$ cat config.mk
export PLATFORM = sky130hd
export DESIGN_NAME = patchembed_ctrl
export DESIGN_NICKNAME = d
export VERILOG_FILES = /design/src/rtl/patchembed_pkg.sv /design/src/rtl/pe_window_gen.sv /design/src/rtl/patchembed_ctrl.sv
export SDC_FILE = /design/constraint.sdc
export NUM_CORES = 1
export LEC_CHECK = 0
export ABC_AREA = 1
export CORE_MARGIN = 2
export CORE_UTILIZATION = 40
export CTS_CLUSTER_SIZE = 24
export DETAILED_ROUTE_END_ITERATION = 12
export GPL_TIMING_DRIVEN = 0
export HOLD_SLACK_MARGIN = 0.12
export PLACE_DENSITY = 0.66
export SLEW_MARGIN = 20
export SYNTH_ARGS = -nofsm -noshare
export SYNTH_HDL_FRONTEND = slang
export SYNTH_HIERARCHICAL = 1
export SYNTH_SLANG_ARGS = --single-unit
export TNS_END_PERCENT = 10
$ cat constraint.sdc
create_clock -name clk -period 1.8 [get_ports clk]
set_clock_uncertainty 0.15 [all_clocks]
set_input_delay 0.36 -clock clk [delete_from_list [all_inputs] [get_ports clk]]
set_output_delay 0.36 -clock clk [all_outputs]
set_load 0.01 [all_outputs]
$ cat src/rtl/patchembed_pkg.sv
// Shared types, default parameters and width helper for the patch-embedding
// controller and its window generator.
package patchembed_pkg;

    localparam int KERNELS_DEF = 64;
    localparam int PIXEL_DEF   = 224;
    localparam int SIZE_DEF    = 16;
    localparam int STRIDE_DEF  = 8;
    localparam int SUM_LAT_DEF = 2;

    typedef enum logic [2:0] {
        IDLE,
        LOAD_WT,
        COMPUTE,
        STORE,
        DONE
    } pe_state_t;

    // Address width for n locations, never narrower than one bit.
    function automatic int clog2w(input int n);
        return (n > 1) ? $clog2(n) : 1;
    endfunction

endpackage

$ cat src/rtl/pe_window_gen.sv
// Window corner generator: raster-steps the top-left corner of the patch
// window by STRIDE, column first, then row.
module pe_window_gen
    import patchembed_pkg::*;
#(
    parameter int PIXEL  = PIXEL_DEF,
    parameter int SIZE   = SIZE_DEF,
    parameter int STRIDE = STRIDE_DEF,
    parameter int PW     = clog2w(PIXEL)
) (
    input  logic          clk,
    input  logic          reset,
    input  logic          clear,
    input  logic          advance,
    output logic [PW-1:0] win_row,
    output logic [PW-1:0] win_col
);

    localparam logic [PW:0] LIMIT = (PW+1)'(PIXEL - SIZE);
    localparam logic [PW:0] STEP  = (PW+1)'(STRIDE);

    logic [PW:0] col_step;
    logic [PW:0] row_step;

    assign col_step = {1'b0, win_col} + STEP;
    assign row_step = {1'b0, win_row} + STEP;

    always_ff @(posedge clk) begin
        if (reset || clear) begin
            win_row <= '0;
            win_col <= '0;
        end else if (advance) begin
            if (col_step > LIMIT) begin
                // NOTE: at the last window the corner holds rather than stepping past the image edge.
                if (row_step <= LIMIT) begin
                    win_row <= row_step[PW-1:0];
                    win_col <= '0;
                end
            end else begin
                win_col <= col_step[PW-1:0];
            end
        end
    end

endmodule

$ cat src/rtl/patchembed_ctrl.sv
// Patch-embedding sequencer: loads kernel weights, then for every window
// waits for the adder tree and writes one result per output channel.
module patchembed_ctrl
    import patchembed_pkg::*;
#(
    parameter int  KERNELS  = KERNELS_DEF,
    parameter int  PIXEL    = PIXEL_DEF,
    parameter int  SIZE     = SIZE_DEF,
    parameter int  STRIDE   = STRIDE_DEF,
    parameter int  SUM_LAT  = SUM_LAT_DEF,
    localparam int OUT_SIZE = (PIXEL - SIZE) / STRIDE + 1,
    localparam int NWIN     = OUT_SIZE * OUT_SIZE,
    localparam int KW       = clog2w(KERNELS),
    localparam int PW       = clog2w(PIXEL),
    localparam int IW       = clog2w(NWIN)
) (
    input  logic          clk,
    input  logic          reset,
    input  logic          start,
    input  logic          out_ready,
    output logic          busy,
    output logic          done,
    output logic [KW-1:0] wt_rd_addr,
    output logic          mac_load,
    output logic [PW-1:0] win_row,
    output logic [PW-1:0] win_col,
    output logic          sum_capture,
    output logic          out_wen,
    output logic [KW-1:0] out_ch,
    output logic [IW-1:0] out_idx
);

    localparam int            LW     = clog2w(SUM_LAT);
    localparam logic [KW-1:0] K_LAST = KW'(KERNELS - 1);
    localparam logic [IW-1:0] W_LAST = IW'(NWIN - 1);
    localparam logic [LW-1:0] L_LAST = LW'(SUM_LAT - 1);

    pe_state_t     state, next_state;
    logic [LW-1:0] lat_cnt, lat_next;
    logic          out_wen_q;
    logic          write;
    logic          win_clear;
    logic          win_adv;

    always_comb begin
        next_state = state;
        lat_next   = '0;
        win_clear  = 1'b0;
        win_adv    = 1'b0;
        write      = (state == STORE) && out_ready;
        case (state)
            IDLE: begin
                if (start) begin
                    next_state = LOAD_WT;
                    win_clear  = 1'b1;
                end
            end
            LOAD_WT: begin
                if (wt_rd_addr == K_LAST) next_state = COMPUTE;
            end
            COMPUTE: begin
                if (lat_cnt == L_LAST) next_state = STORE;
                else                   lat_next   = lat_cnt + 1'b1;
            end
            STORE: begin
                if (write && out_ch == K_LAST) begin
                    if (out_idx == W_LAST) begin
                        next_state = DONE;
                    end else begin
                        next_state = COMPUTE;
                        win_adv    = 1'b1;
                    end
                end
            end
            DONE:    next_state = IDLE;
            default: next_state = IDLE;
        endcase
    end

    // Flags are registered from the next state so they line up with it.
    always_ff @(posedge clk) begin
        if (reset) begin
            state       <= IDLE;
            busy        <= 1'b0;
            done        <= 1'b0;
            mac_load    <= 1'b0;
            sum_capture <= 1'b0;
            out_wen_q   <= 1'b0;
            lat_cnt     <= '0;
            wt_rd_addr  <= '0;
            out_ch      <= '0;
            out_idx     <= '0;
        end else begin
            state       <= next_state;
            busy        <= (next_state != IDLE);
            done        <= (next_state == DONE);
            mac_load    <= (next_state == LOAD_WT);
            out_wen_q   <= (next_state == STORE);
            sum_capture <= (next_state == COMPUTE) && (lat_next == L_LAST);
            lat_cnt     <= lat_next;

            if (state == IDLE && start) begin
                wt_rd_addr <= '0;
                out_ch     <= '0;
                out_idx    <= '0;
            end
            if (state == LOAD_WT && wt_rd_addr != K_LAST) wt_rd_addr <= wt_rd_addr + 1'b1;
            if (state == COMPUTE && next_state == STORE)  out_ch     <= '0;
            if (write && out_ch != K_LAST)                out_ch     <= out_ch + 1'b1;
            if (win_adv)                                  out_idx    <= out_idx + 1'b1;
        end
    end

    // NOTE: the synchronous reset only lands at the edge, so the write strobe is masked during the reset cycle itself.
    assign out_wen = out_wen_q & ~reset;

    pe_window_gen #(
        .PIXEL  (PIXEL),
        .SIZE   (SIZE),
        .STRIDE (STRIDE),
        .PW     (PW)
    ) u_window_gen (
        .clk     (clk),
        .reset   (reset),
        .clear   (win_clear),
        .advance (win_adv),
        .win_row (win_row),
        .win_col (win_col)
    );

endmodule

==> summary.txt <==
Outcome
  • Status: complete, no violations

Die
  • Die Area: 6757 um2
  • Starting Density: 41.31%
  • Std cell rows: 28
  • Io pins: 47
  • Die Height: 82.20 um
  • Core area: 5921 um2
  • Die X: 82.20 um

Yosys
  • Post-Synth Adder-Cell Area: 3.581%
  • Mapped Avg Cell Area: 7.009 um2
  • Combinational family with the most area after synthesis: simple AND/OR/NAND/NOR gates
  • #FFs+latches synth: 41
  • Xor/xnor share of the synthesized area: 0.3581%
  • Sequential fraction of the synthesis area: 33.55%
  • Post-synthesis simple-gate area fraction: 41.99%
  • Leading area contributor after synthesis: dfxtp_1
  • Mux contribution to synthesized area: 0%
  • Share of the synthesized area in the top cell type: 33.55%
  • Synthesized cell area: 2446 um2
  • Yosys warns: 6
  • Cells after synthesis: 349
  • Synth area leaders: dfxtp_1 (34%), nand2_1 (11%), nand3_1 (8.8%), inv_1 (6.6%), a21oi_1 (6.5%)
  • Compound-Gate Fraction of Synth Area: 9.412%
  • Synth cell types: 33

Placement
  • Post-Place Cells: 469
  • Place WS: -1039 ps
  • Gpl congestion: 0.8393
  • Post-DP HPWL: 3888 um
  • Port Buf Inserts: 40

Critical path
  • Crit path kind: reg2reg
  • CP max FO: 6
  • Highest-delay cell along the critical path: dfxtp_2
  • Crit path DAT: 1870 ps
  • CP Launch Type: flop
  • Worst reg2reg setup slack: 3 ps
  • Worst-path cell chain: inv_1 > ha_1 > nand2_1 > nor2_4 > nand3_4 > nand2_4 > clkinv_4 > o21ai_4 > inv_1 > o21ai_4 > nand3_1 > a21oi_1
  • Worst setup endpoint: u_window_gen/win_col[5]$_SDFFE_PP0P_
  • Worst Reg2Reg Path Length in Cells: 12
  • Worst setup path start: out_idx[1]$_SDFFE_PP0P_
  • Critical Path Sink Type: flop
  • Crit-path max cell delay: 360 ps
  • Worst endpoint required time: 1870 ps
  • RR Startpoint: out_idx[1]$_SDFFE_PP0P_
  • Crit Reg-Reg Endpoint: u_window_gen/win_col[5]$_SDFFE_PP0P_

STA
  • Final Cycle Share: 99.84%
  • Unrepaired setup endpoints after global routing: yes
  • Fin crit period: 1797 ps
  • Worst Slack Setup Final: 2.844 ps
  • Final Hold Viols: 0
  • Max Clock Freq: 556.4 MHz
  • Setup Viol. Count Final: 0
  • Hold_ws: 307.3 ps
  • Fin. max-slew vios: 0

Power
  • Clock Power Share: 42.4%
  • Sequential power share: 50.8%
  • Combinational power share: 6.8%
  • NetSw: 430.0 uW
  • Peak VDD IR: 332.8 uV
  • Power Dens Cells: 535.0 nW/um2
  • Lkg Pwr: 1.577 nW
  • Overall power: 1.803 mW
  • Switching Fraction: 23.85%
  • Internal: 1.373 mW

Cells and area
  • Final cell count without fillers: 493
  • Layout cell share with drive strength beyond 1: 24.40%
  • Most common cell after layout, fill and taps aside: nand2_1
  • Util after Layout: 56.91%
  • # nets final: 428
  • Commonest cells after routing, fill and taps aside: nand2_1 (70), nand3_1 (42), inv_1 (40), nor2_1 (33), a21oi_1 (31)
  • Layout area overhead: 37.75%
  • ANT cells: 0

Route
  • Via count: 2445
  • Drt first pass iters: 4
  • Vias per cell: 4.959
  • Avg WL per Cell: 11.55 um
  • DRC viols: 0
  • Routed WL: 5696 um
  • ANT nets after route: 0
  • First DRT Iteration DRCs: 129

Global routing
  • Total congestion overflow: 0
  • Vias in the first global route: 2013
  • First-pass GRT wire length: 9045 um
  • Total GRT Usage: 17.23%
  • Initial antenna violation count: 0
  • Largest net degree at the start of global routing: 15

Clocking
  • Worst-path clk slew: 80 ps
  • Clock Tree Root: clkbuf_8
  • Clk sinks: 41
  • Max Root-Sink Buffers: 2
  • Worst skew pair latency: 300 ps
  • Hold-fix buffers at CTS: 0
  • H-tree depth: 2
  • CTS tree: built
  • Num CTS Buffers: 5

Worst hold path
  • Hold Path Class: reg2reg
  • HP Start: lat_cnt$_SDFF_PP0_

Flow run
  • Max Cap Violations: 0
-- how the worst min path moves through the flow --
| stage | endpoint | cells past startpoint |
|---|---|---|
| after CTS | lat_cnt$_SDFF_PP0_ | 1 |
| after detailed placement | lat_cnt$_SDFF_PP0_ | 1 |
| final | lat_cnt$_SDFF_PP0_ | 1 |
| after global routing | lat_cnt$_SDFF_PP0_ | 1 |
| after floorplan | lat_cnt$_SDFF_PP0_ | 1 |
| after global placement | lat_cnt$_SDFF_PP0_ | 1 |
-- sequential cells by signal, summed over array words and instances (netlist names), 3 cells and up --
| name | flops |
|---|---|
| out_idx | 10 |
| u_window_gen/win_col | 5 |
| u_window_gen/win_row | 5 |
| out_ch | 6 |
| wt_rd_addr | 6 |
| state | 3 |
-- power by group through the flow --
stage               logic [mW]  clock network [mW]  registers [mW]
detailed placement       0.118                   0           0.945
CTS                      0.125               0.784           0.917
global route             0.137               0.819           0.917
floorplan               0.0718                   0           0.947
finish                   0.123               0.764           0.915
global placement         0.118                   0           0.945
-- layout make-up --
cell class,instances,area [um2]
fill,548,2551
multi-input combinational,256,1480
sequential,41,857.1
timing repair buffer,55,530.5
inverter,46,177.7
buffer,12,115.1
tap,75,93.84
clock buffer,5,68.82
clock inverter,3,46.29
-- cells by family (layout without fill, tap and decap cells) --
family / Yosys count / count (layout)
buf+inv: 58 / 121
xor+xnor: 1 / 1
compound gates: 44 / 44
fa+ha+maj: 7 / 7
simple gates: 197 / 198
other cells: 1 / 6
flops: 41 / 41
-- metal layers --
metal / wire, um / GRT usage (%)
met1: 2781 / 22.78
met2: 2670 / 28.63
met3: 221 / 3.696
met4: 22 / 4.000
met5: 0 / 0
-- per-stage QoR --
stage          cell area (um2)  TNS, ps
2_1_floorplan             2482   -23.05
3_3_place_gp              2977   -11330
3_5_place_dp              2977   -11800
4_1_cts                   3257   -154.0
5_1_grt                   3369   -769.6
6_report                  3369        0
-- cell usage after synthesis, drive strengths merged --
cell and n:
nand2 79, nand3 47, inv 46, nor2 45, dfxtp 41, a21oi 32, nand4 14, o21ai 11
buf 10, ha 7, nor3 5, or2 5, clkbuf 2, nand3b 2, a21boi 1, conb 1
xnor2 1
-- timing repair --
action	4_1_cts	5_1_grt
setup endpoints to repair	32	29
setup buffers	9	6
resized for setup	36	26
pin swaps	6	8
cloned	0	1
-- worst max-delay path: cells and delay by family (launching register included) --
kind | cells | cell delay, ps
flip-flops | 1 | 360
buffers and inverters | 3 | 230
AO/OA/AOI/OAI | 3 | 340
adder cells (fa/ha/maj) | 1 | 130
AND/OR/NAND/NOR | 5 | 520
(Power assumes the default switching activity.)
